==> src/rtl/alu_div32_if.sv <==
// Request/response bundle for the iterative divider: operands and start in,
// status, quotient, remainder and flags out.
interface alu_div32_if #(
  parameter int WIDTH = 32
);
  logic             start;
  logic             signed_op;
  logic [WIDTH-1:0] a;
  logic [WIDTH-1:0] b;
  logic             busy;
  logic             done;
  logic [WIDTH-1:0] q;
  logic [WIDTH-1:0] r;
  logic             div_by_zero;
  logic             overflow;

  modport master (
    output start, signed_op, a, b,
    input  busy, done, q, r, div_by_zero, overflow
  );

  modport slave (
    input  start, signed_op, a, b,
    output busy, done, q, r, div_by_zero, overflow
  );
endinterface

==> src/rtl/alu_div32.sv <==
// Iterative restoring divider: one subtract-and-shift step per clock,
// magnitude division followed by a sign-fix cycle; registered outputs.
module alu_div32 #(
  parameter int WIDTH = 32
) (
  input logic        clk,
  input logic        rst,
  alu_div32_if.slave bus
);
  localparam int CW = $clog2(WIDTH);

  typedef enum logic [1:0] {S_IDLE, S_CALC, S_FIX, S_DONE} state_t;

  state_t           r_state, w_state_nxt;
  logic [CW-1:0]    r_cnt;
  logic [WIDTH-1:0] r_rem, r_dvd, r_dvs, r_quo;
  logic             r_neg_q, r_neg_r, r_fast, r_dbz_l, r_ovf_l;
  logic             r_busy, r_done, r_dbz, r_ovf;
  logic [WIDTH-1:0] r_q, r_r;

  logic             w_accept, w_b_zero, w_ovf_case, w_last;
  logic             w_busy_d, w_done_d;
  logic [WIDTH-1:0] w_abs_a, w_abs_b;
  logic [WIDTH:0]   w_trial;

  assign w_accept   = (r_state == S_IDLE) && bus.start;
  assign w_b_zero   = (bus.b == '0);
  assign w_ovf_case = bus.signed_op && (bus.a == {1'b1, {(WIDTH-1){1'b0}}}) && (bus.b == '1);
  assign w_abs_a    = (bus.signed_op && bus.a[WIDTH-1]) ? ('0 - bus.a) : bus.a;
  assign w_abs_b    = (bus.signed_op && bus.b[WIDTH-1]) ? ('0 - bus.b) : bus.b;
  assign w_trial    = {r_rem, r_dvd[WIDTH-1]} - {1'b0, r_dvs};
  assign w_last     = (r_cnt == CW'(WIDTH-1));

  always_ff @(posedge clk) begin
    if (rst) r_state <= S_IDLE;
    else     r_state <= w_state_nxt;
  end

  // Fast paths spend one CALC cycle without stepping so done lands two edges after start.
  always_comb begin
    w_state_nxt = r_state;
    case (r_state)
      S_IDLE: if (w_accept) w_state_nxt = S_CALC;
      S_CALC: begin
        if (r_fast)      w_state_nxt = S_DONE;
        else if (w_last) w_state_nxt = S_FIX;
      end
      S_FIX:  w_state_nxt = S_DONE;
      S_DONE: w_state_nxt = S_IDLE;
      default: w_state_nxt = S_IDLE;
    endcase
  end

  always_comb begin
    w_busy_d = (r_state == S_CALC) || (r_state == S_FIX);
    w_done_d = (r_state == S_DONE);
  end

  always_ff @(posedge clk) begin
    if (rst) begin
      r_cnt   <= '0;
      r_rem   <= '0;
      r_dvd   <= '0;
      r_dvs   <= '0;
      r_quo   <= '0;
      r_neg_q <= 1'b0;
      r_neg_r <= 1'b0;
      r_fast  <= 1'b0;
      r_dbz_l <= 1'b0;
      r_ovf_l <= 1'b0;
      r_busy  <= 1'b0;
      r_done  <= 1'b0;
      r_dbz   <= 1'b0;
      r_ovf   <= 1'b0;
      r_q     <= '0;
      r_r     <= '0;
    end else begin
      r_busy <= w_busy_d;
      r_done <= w_done_d;
      case (r_state)
        S_IDLE: begin
          if (bus.start) begin
            r_cnt   <= '0;
            r_dvd   <= w_abs_a;
            r_dvs   <= w_abs_b;
            r_neg_q <= bus.signed_op && (bus.a[WIDTH-1] ^ bus.b[WIDTH-1]);
            r_neg_r <= bus.signed_op && bus.a[WIDTH-1];
            r_fast  <= w_b_zero || w_ovf_case;
            r_dbz_l <= w_b_zero;
            r_ovf_l <= !w_b_zero && w_ovf_case;
            r_dbz   <= 1'b0;
            r_ovf   <= 1'b0;
            if (w_b_zero) begin
              r_quo <= '1;
              r_rem <= bus.a;
            end else if (w_ovf_case) begin
              r_quo <= {1'b1, {(WIDTH-1){1'b0}}};
              r_rem <= '0;
            end else begin
              r_quo <= '0;
              r_rem <= '0;
            end
          end
        end
        S_CALC: begin
          if (!r_fast) begin
            r_cnt <= r_cnt + CW'(1);
            r_dvd <= {r_dvd[WIDTH-2:0], 1'b0};
            if (!w_trial[WIDTH]) begin
              r_rem <= w_trial[WIDTH-1:0];
              r_quo <= {r_quo[WIDTH-2:0], 1'b1};
            end else begin
              r_rem <= {r_rem[WIDTH-2:0], r_dvd[WIDTH-1]};
              r_quo <= {r_quo[WIDTH-2:0], 1'b0};
            end
          end
        end
        S_FIX: begin
          if (r_neg_q) r_quo <= '0 - r_quo;
          if (r_neg_r) r_rem <= '0 - r_rem;
        end
        S_DONE: begin
          r_q   <= r_quo;
          r_r   <= r_rem;
          r_dbz <= r_dbz_l;
          r_ovf <= r_ovf_l;
        end
        default: ;
      endcase
    end
  end

  assign bus.busy        = r_busy;
  assign bus.done        = r_done;
  assign bus.q           = r_q;
  assign bus.r           = r_r;
  assign bus.div_by_zero = r_dbz;
  assign bus.overflow    = r_ovf;
endmodule

==> src/flat_wrapper.sv <==
// flat-port wrapper written by rule: the top's interface ports become plain ports
module alu_div32_flat 
#(
  parameter int WIDTH = 32
)
  (clk, rst, bus_start, bus_signed_op, bus_a, bus_b, bus_busy, bus_done, bus_q, bus_r, bus_div_by_zero, bus_overflow);
  alu_div32_if #(.WIDTH(WIDTH)) bus_i ();
  input logic clk;
  input logic rst;
  input wire logic [$bits(bus_i.start)-1:0] bus_start;
  input wire logic [$bits(bus_i.signed_op)-1:0] bus_signed_op;
  input wire logic [$bits(bus_i.a)-1:0] bus_a;
  input wire logic [$bits(bus_i.b)-1:0] bus_b;
  output wire logic [$bits(bus_i.busy)-1:0] bus_busy;
  output wire logic [$bits(bus_i.done)-1:0] bus_done;
  output wire logic [$bits(bus_i.q)-1:0] bus_q;
  output wire logic [$bits(bus_i.r)-1:0] bus_r;
  output wire logic [$bits(bus_i.div_by_zero)-1:0] bus_div_by_zero;
  output wire logic [$bits(bus_i.overflow)-1:0] bus_overflow;
  assign bus_i.start = bus_start;
  assign bus_i.signed_op = bus_signed_op;
  assign bus_i.a = bus_a;
  assign bus_i.b = bus_b;
  assign bus_busy = bus_i.busy;
  assign bus_done = bus_i.done;
  assign bus_q = bus_i.q;
  assign bus_r = bus_i.r;
  assign bus_div_by_zero = bus_i.div_by_zero;
  assign bus_overflow = bus_i.overflow;
  alu_div32 #(.WIDTH(WIDTH)) u_core (.clk(clk), .rst(rst), .bus(bus_i));
endmodule
==> config.mk <==
export PLATFORM = sky130hd
export DESIGN_NAME = alu_div32_flat
export DESIGN_NICKNAME = d
export VERILOG_FILES = /design/src/rtl/alu_div32_if.sv /design/src/rtl/alu_div32.sv /design/src/flat_wrapper.sv
export SDC_FILE = /design/constraint.sdc
export NUM_CORES = 1
export LEC_CHECK = 0
export BUFFER_PORTS_ARGS = -buffer_cell sky130_fd_sc_hd__buf_2
export CORE_MARGIN = 4
export CORE_UTILIZATION = 41
export DETAILED_ROUTE_END_ITERATION = 12
export SETUP_SLACK_MARGIN = 0.4
export SYNTH_ARGS = -nofsm -noshare
export SYNTH_HDL_FRONTEND = slang
export SYNTH_SLANG_ARGS = --single-unit
==> constraint.sdc <==
create_clock -name clk -period 5.8 [get_ports clk]
set_input_delay 1.16 -clock clk [delete_from_list [all_inputs] [get_ports clk]]
set_output_delay 1.16 -clock clk [all_outputs]
set_load 0.03 [all_outputs]
==> results of run 1 <==
final cells by class:
| class | count | area [µm²] | area share, % |
|---|---|---|---|
| multi-input cells | 1412 | 8660 | 56.5 |
| flip-flops and latches | 208 | 4160 | 27.2 |
| repair buffers | 160 | 870 | 5.68 |
| clock buffers | 33 | 706 | 4.61 |
| well taps | 442 | 553 | 3.61 |
| inverters | 65 | 244 | 1.59 |
| clock inverters | 11 | 123 | 0.800 |
| diodes | 1 | 2.50 | 0.0163 |
worst max path at each step:
stage,startpoint,end,slack (ns),cells after the start
after floorplan,bus_b[23],u_core.r_quo[22],2.05,8
after global placement,bus_b[23],u_core.r_rem[9],1.55,8
after detailed placement,bus_b[23],u_core.r_rem[9],1.49,8
after CTS,u_core.r_rem[18],u_core.r_rem[12],1.91,10
after global routing,u_core.r_rem[18],u_core.r_rem[12],1.55,10
final,u_core.r_rem[18],u_core.r_rem[12],1.84,10
layer usage:
metal | GRT usage, % | vias to the layer above | share of wire [%]
met1 | 34.3 | 6206 | 47
met4 | 5.18 | 2 | 1.7
met5 | 0 | - | 0.030
li1 | - | 6608 | -
met3 | 4.09 | 55 | 8.1
met2 | 35.4 | 494 | 44
worst reg2reg max path: stages, from the launching register on:
cell and delay [ns]:
dfxtp_1 0.53, ha_1 0.41, a21o_1 0.25, a311o_1 0.32
a221o_1 0.31, a31oi_1 0.25, a21boi_1 0.16, or3_1 0.47
nand2_1 0.48, a31oi_1 0.17, a2111oi_0 0.45
cell families (layout without fill, tap and decap cells):
| logic type | after synthesis | after routing | share of synthesized area (%) |
|---|---|---|---|
| mux | 79 | 79 | 5.83 |
| other cells | 0 | 1 | 0 |
| xor+xnor | 109 | 109 | 7.09 |
| simple gates | 661 | 661 | 23.0 |
| fa+ha+maj | 44 | 44 | 4.11 |
| flops | 208 | 208 | 30.7 |
| buf+inv | 199 | 269 | 5.73 |
| compound gates | 519 | 519 | 23.5 |
stage by stage:
stage / std cells / cell area (µm²) / util (%) / power, mW
6_report: 2332 / 15300 / 47.0 / 10.2
5_1_grt: 2332 / 15300 / 47.0 / 11.0
4_1_cts: 2331 / 15300 / 47.0 / 10.1
3_5_place_dp: 2287 / 14500 / 44.4 / 8.51
3_3_place_gp: 2287 / 14500 / 44.4 / 8.45
2_1_floorplan: 1819 / 13600 / - / 7.01
power by group through the flow:
| stage | Combinational [mW] | Sequential [mW] | Clock [mW] |
|---|---|---|---|
| after global routing | 6.94 | 2.41 | 1.69 |
| after floorplan | 4.91 | 2.10 | 0 |
| final | 6.23 | 2.36 | 1.59 |
| after global placement | 6.09 | 2.36 | 0 |
| after CTS | 6.16 | 2.35 | 1.62 |
| after detailed placement | 6.13 | 2.38 | 0 |
synth_stat cells, types with 18 or more instances:
cell type,number
xor2_1,46
ha_1,43
and3_1,20
nand2_1,192
nor3_1,61
a21o_1,22
mux2i_1,79
or3_1,26
nor2_1,217
a21oi_1,188
nand3_1,28
nor4_1,20
nand4_1,18
inv_1,65
clkbuf_1,109
o21ai_0,118
a211oi_1,43
dfxtp_1,208
a31oi_1,21
xnor2_1,62
sequential cells by signal (all words and copies together), names as in the netlist:
register	flops
u_core.bus.busy	1
u_core.bus.div_by_zero	1
u_core.bus.done	1
u_core.bus.overflow	1
u_core.bus.q	32
u_core.bus.r	32
u_core.r_cnt	5
u_core.r_dbz_l	1
u_core.r_dvd	32
u_core.r_dvs	32
u_core.r_fast	1
u_core.r_neg_q	1
u_core.r_neg_r	1
u_core.r_ovf_l	1
u_core.r_quo	32
u_core.r_rem	32
u_core.r_state	2
==> results.json, run 1 <==
{
  "status": "finished, final reports clean",
  "firstDrtPassIters": 6,
  "seq_area_frac_synth_pct": 30.7,
  "layout_min_cycle_time_ns": 3.96,
  "holdBufCountCts": 0,
  "cpPeakStageDelay_ns": 0.53,
  "cp_num_buf_inv": 0,
  "critical_path_class": "flop to flop",
  "cp_cell_sequence": "ha_1 > a21o_1 > a311o_1 > a221o_1 > a31oi_1 > a21boi_1 > or3_1 > nand2_1 > a31oi_1 > a2111oi_0",
  "die_x_um": 190,
  "crit_top_cell": "a31oi_1",
  "tritoncts": "done",
  "p_comb_share_pct": 61.2,
  "r2r-end": "u_core.r_rem[12]",
  "grt_pass1_vias": 12200,
  "netlist.area_leader.share_pct": 30.7,
  "drc": 0,
  "syn_inst": 1819,
  "wl_per_cell_um": 18.7,
  "die_h_um": 190,
  "ff2ff_path_depth": 10,
  "cts.sinks": 208,
  "vdd_drop_max_uv": 323,
  "grt-ovfl-total": 0,
  "ys_async_sr_fraction_pct": 0,
  "io_buffers": 135,
  "setup_viol": 0,
  "grt_first_pass_wirelength_mm": 69.0,
  "p_sw_mw": 5.05,
  "ios": 136,
  "ant_nets": 0,
  "root_buffer": "clkbuf_16",
  "fin_crit_sh_pct": 68.2,
  "globalplace.congestion": 0.902,
  "final_common_cell": "nor2_1",
  "cts_resized": 0,
  "antenna_found_initial": 2,
  "rrSetupSlack_ns": 1.84,
  "critPathTopFamily": "compound AO/OA/AOI/OAI gates",
  "synth_area_leaders": "dfxtp_1 (31%), a21oi_1 (6.9%), nor2_1 (6.0%), mux2i_1 (5.8%), nand2_1 (5.3%)",
  "crit_slowest_cell": "dfxtp_1",
  "synth_nets": 1931,
  "post_route_cells_drive_above_1_share_pct": 11.8,
  "synth_edf_count": 0,
  "drv_slew": 0,
  "core_region_area_mm2": 0.0326,
  "slew_headroom_pct": 24.2,
  "setup_tns_ns": 0,
  "synth-seq-cells": 208,
  "p_int_mw": 5.14,
  "yosysTopAreaCell": "dfxtp_1",
  "initial_core_util_pct": 41.6,
  "dr.first_iter.drc_count": 1401,
  "dp_hpwl_mm": 31.2,
  "p_leak_nw": 5.98,
  "fin_nets": 1984,
  "dieArea_mm2": 0.0361,
  "cts_htree_levels": 1,
  "rr_startpoint": "u_core.r_rem[18]",
  "routed_wl_mm": 43.5,
  "finClkSkew_ns": 0.0144,
  "cp-start-kind": "flop",
  "post_cts_buffers": 0,
  "whs_endpoint": "u_core.r_dvd[6]",
  "path_clk_slew_ns": 0.06,
  "fmax_mhz": 253,
  "synthesis.area_mm2": 0.0136,
  "ys_types": 75,
  "insertion_delay_ns": 0.55,
  "gr-usage-all-layers_pct": 23.2,
  "ys.flop_type": "dfxtp_1",
  "hold_depth": 2,
  "cap_viol_max_count": 0,
  "nFillCells": 3345,
  "power_frac_seq_pct": 23.2,
  "syn2layout_area_growth_pct": 12.9,
  "dpl_worst_slack_ns": 1.49,
  "required_ns": 6.20,
  "hold_path_class": "flop to flop",
  "pwr_density_cell_mw_per_mm2": 665,
  "vias_per_cell": 5.73,
  "cts_made_buffers": 25,
  "worstMarginPinSlew_ns": 1.13,
  "fin_ws_ns": 1.84,
  "arrival_ns": 4.36,
  "avgSynthCellArea_um2": 7.46,
  "ys.warnings.count": 0,
  "num_vias": 13400,
  "hold_violations": 0,
  "hp-start": "u_core.r_dvd[6]",
  "pwr-share-clk_pct": 15.6,
  "clk_path_buf_depth": 3,
  "path_max_fanout": 14,
  "endpoint_kind": "flop",
  "grt_setup_unrepaired": "no",
  "rows": 66,
  "grt_max_degree": 94,
  "swShare_pct": 49.6,
  "hold_ws_ns": 0.453,
  "most-common-layout-cells": "nor2_1 (216), dfxtp_1 (208), nand2_1 (192), a21oi_1 (188), buf_2 (134)"
}
Note: power is estimated with default switching activity, not from simulation.
==> run 2, diff against run 1 <==
- ABC_AREA: not set -> 1
- clock period: 5.8 -> 3.7 ns (I/O delays scaled with it)
==> results.json, run 2 <==
{
  "status": "finished, final reports clean",
  "path_max_fanout": 24,
  "fmax_mhz": 353,
  "ys_types": 51,
  "seq_area_frac_synth_pct": 27.4,
  "dieArea_mm2": 0.0402,
  "tritoncts": "done",
  "synth_nets": 2657,
  "cp-startpoint": "u_core.r_dvd[31]",
  "hp-start": "u_core.r_dvd[20]",
  "drv_slew": 0,
  "ys.flop_type": "dfxtp_1",
  "fin_crit_sh_pct": 76.6,
  "ant_nets": 0,
  "grt-ovfl-total": 0,
  "place_inst": 3067,
  "firstDrtPassIters": 6,
  "setup_viol": 0,
  "endpoint_kind": "flop",
  "hold_violations": 0,
  "routed_wl_mm": 53.6,
  "p_sw_mw": 8.38,
  "cp-start-kind": "flop",
  "final_cells": 3113,
  "synth_area_leaders": "dfxtp_1 (27%), nand2_1 (16%), inv_1 (10%), o21ai_0 (7.3%), a21oi_1 (7.1%)",
  "die_x_um": 200,
  "vdd_drop_max_uv": 422,
  "holdBufCountCts": 0,
  "cts.sinks": 208,
  "die_h_um": 200,
  "required_ns": 4.14,
  "drc": 0,
  "layout_min_cycle_time_ns": 2.83,
  "core_region_area_mm2": 0.0366,
  "avgSynthCellArea_um2": 5.97,
  "yosysTopAreaCell": "dfxtp_1",
  "pwr-share-clk_pct": 17.6,
  "fin_nets": 2739,
  "synth-seq-cells": 208,
  "cts_resized": 0,
  "slew_headroom_pct": 41.5,
  "most-common-layout-cells": "nand2_1 (663), inv_1 (406), o21ai_0 (222), a21oi_1 (216)",
  "grt_setup_unrepaired": "no",
  "synth_most_common_cell": "nand2_1",
  "power_frac_seq_pct": 21.3,
  "cts_made_buffers": 26,
  "io_buffers": 135,
  "syn2layout_area_growth_pct": 13.0,
  "synth_commonest_cells": "nand2_1 (663), inv_1 (407), o21ai_0 (222), a21oi_1 (216), nor2_1 (209)",
  "arrival_ns": 3.28,
  "ys.warnings.count": 0,
  "cts_htree_levels": 1,
  "path_clk_slew_ns": 0.06,
  "grt_first_pass_wirelength_mm": 83.7,
  "hold_path_class": "flop to flop",
  "swShare_pct": 52.8,
  "p_int_mw": 7.50,
  "antennaDiodeCount": 0,
  "p_leak_nw": 8.59,
  "setup_tns_ns": 0,
  "netlist.area_leader.share_pct": 27.4,
  "dr.first_iter.drc_count": 1418,
  "cap_viol_max_count": 0,
  "post_cts_buffers": 0,
  "critical_path_class": "flop to flop",
  "synth_edf_count": 0,
  "initial_core_util_pct": 41.5,
  "antenna_found_initial": 0,
  "num_vias": 16600,
  "globalplace.congestion": 0.958,
  "rows": 70,
  "ys_async_sr_fraction_pct": 0,
  "wl_per_cell_um": 17.2,
  "syn_inst": 2545,
  "dp_hpwl_mm": 41.2,
  "rr_startpoint": "u_core.r_dvd[31]",
  "p_comb_share_pct": 61.2,
  "finClkSkew_ns": 0.0160,
  "post_route_cells_drive_above_1_share_pct": 10.9,
  "grt_max_degree": 135,
  "pwr_density_cell_mw_per_mm2": 926,
  "synthesis.area_mm2": 0.0152,
  "grt_pass1_vias": 15200,
  "worstMarginPinSlew_ns": 0.877,
  "vias_per_cell": 5.33,
  "ios": 136,
  "clk_path_buf_depth": 3,
  "root_buffer": "clkbuf_16",
  "gr-usage-all-layers_pct": 25.2,
  "final_common_cell": "nand2_1",
  "insertion_delay_ns": 0.54
}
run 2: changes by cell type in the layout (fill, tap and decap cells not counted), sizes merged, moves of 17 or more:
cell,before,now
nand2,192,674
inv,66,419
nand3,28,173
o21ai,121,248
mux2i,79,0
xnor2,63,9
a21oi,188,241
a211oi,43,7
nor3,62,27
or3,26,0
a21o,22,2
nand4,18,38
o221ai,1,19
a31oi,21,4
run 2: final cells by class:
class | count | area (µm²)
multi-input combinational | 1814 | 9040
inverter | 422 | 1590
tap | 468 | 586
clock buffer | 33 | 707
sequential | 208 | 4160
fill | 3990 | 19500
clock inverter | 13 | 234
timing repair buffer | 155 | 838
run 2: logic make-up after synthesis:
kind of cell	share of synthesized area [%]
fa+ha+maj	3.67
xor+xnor	2.48
buf+inv	13.3
flops	27.4
compound gates	20.2
simple gates	32.9
run 2: metrics by stage:
step | power [mW] | instance area [µm²] | hold WS, ns | setup WS, ns | utilization, %
floorplan | 10.4 | 15200 | 0.441 | 1.43 | -
global placement | 12.9 | 16200 | 0.452 | 0.557 | 44.3
detailed placement | 13.0 | 16200 | 0.455 | 0.535 | 44.3
CTS | 15.8 | 17100 | 0.466 | 0.710 | 46.8
global route | 17.3 | 17200 | 0.481 | 0.601 | 46.9
finish | 15.9 | 17200 | 0.466 | 0.867 | 46.9
run 2: worst max-delay path: stages, from the launching register on:
cell and delay (ns):
dfxtp_1 0.34, inv_1 0.07, ha_1 0.25, fa_1 0.42, inv_1 0.11, nand2_1 0.06, nand2_1 0.07, nand3_1 0.08
nand2_2 0.13, nand2_2 0.07, nand2_2 0.09, nand2_4 0.08, nand3_4 0.18, nand2_4 0.20, nand2_1 0.10, nand3_1 0.12
nand2_1 0.11, nand2_1 0.05, a21oi_1 0.20
run 2: path summary, 6_finish.rpt:
| check | end | slack [ns] | cells past startpoint |
|---|---|---|---|
| max reg2reg | u_core.r_rem[0] | 0.87 | 18 |
| min | u_core.r_dvd[20] | 0.47 | 2 |
| max | u_core.r_rem[0] | 0.87 | 18 |
| min reg2reg | u_core.r_dvd[20] | 0.47 | 2 |
run 2: power groups by stage:
stage                     clock network (mW)  logic [mW]  registers, mW
after floorplan                            0        6.89           3.47
after global placement                     0        9.54           3.39
after detailed placement                   0        9.58           3.41
after CTS                               2.84        9.63           3.36
after global routing                    2.92        10.9           3.43
final                                   2.79        9.72           3.38
run 2: layer usage:
layer	GRT usage (%)	vias to the layer above	part of all wire, %	wire (µm)
li1	-	8368	-	-
met5	0.238	-	0	0
met1	37.1	7592	48	25600
met3	3.20	77	6.5	3490
met4	6.05	0	2.4	1280
met2	39.4	543	43	23200
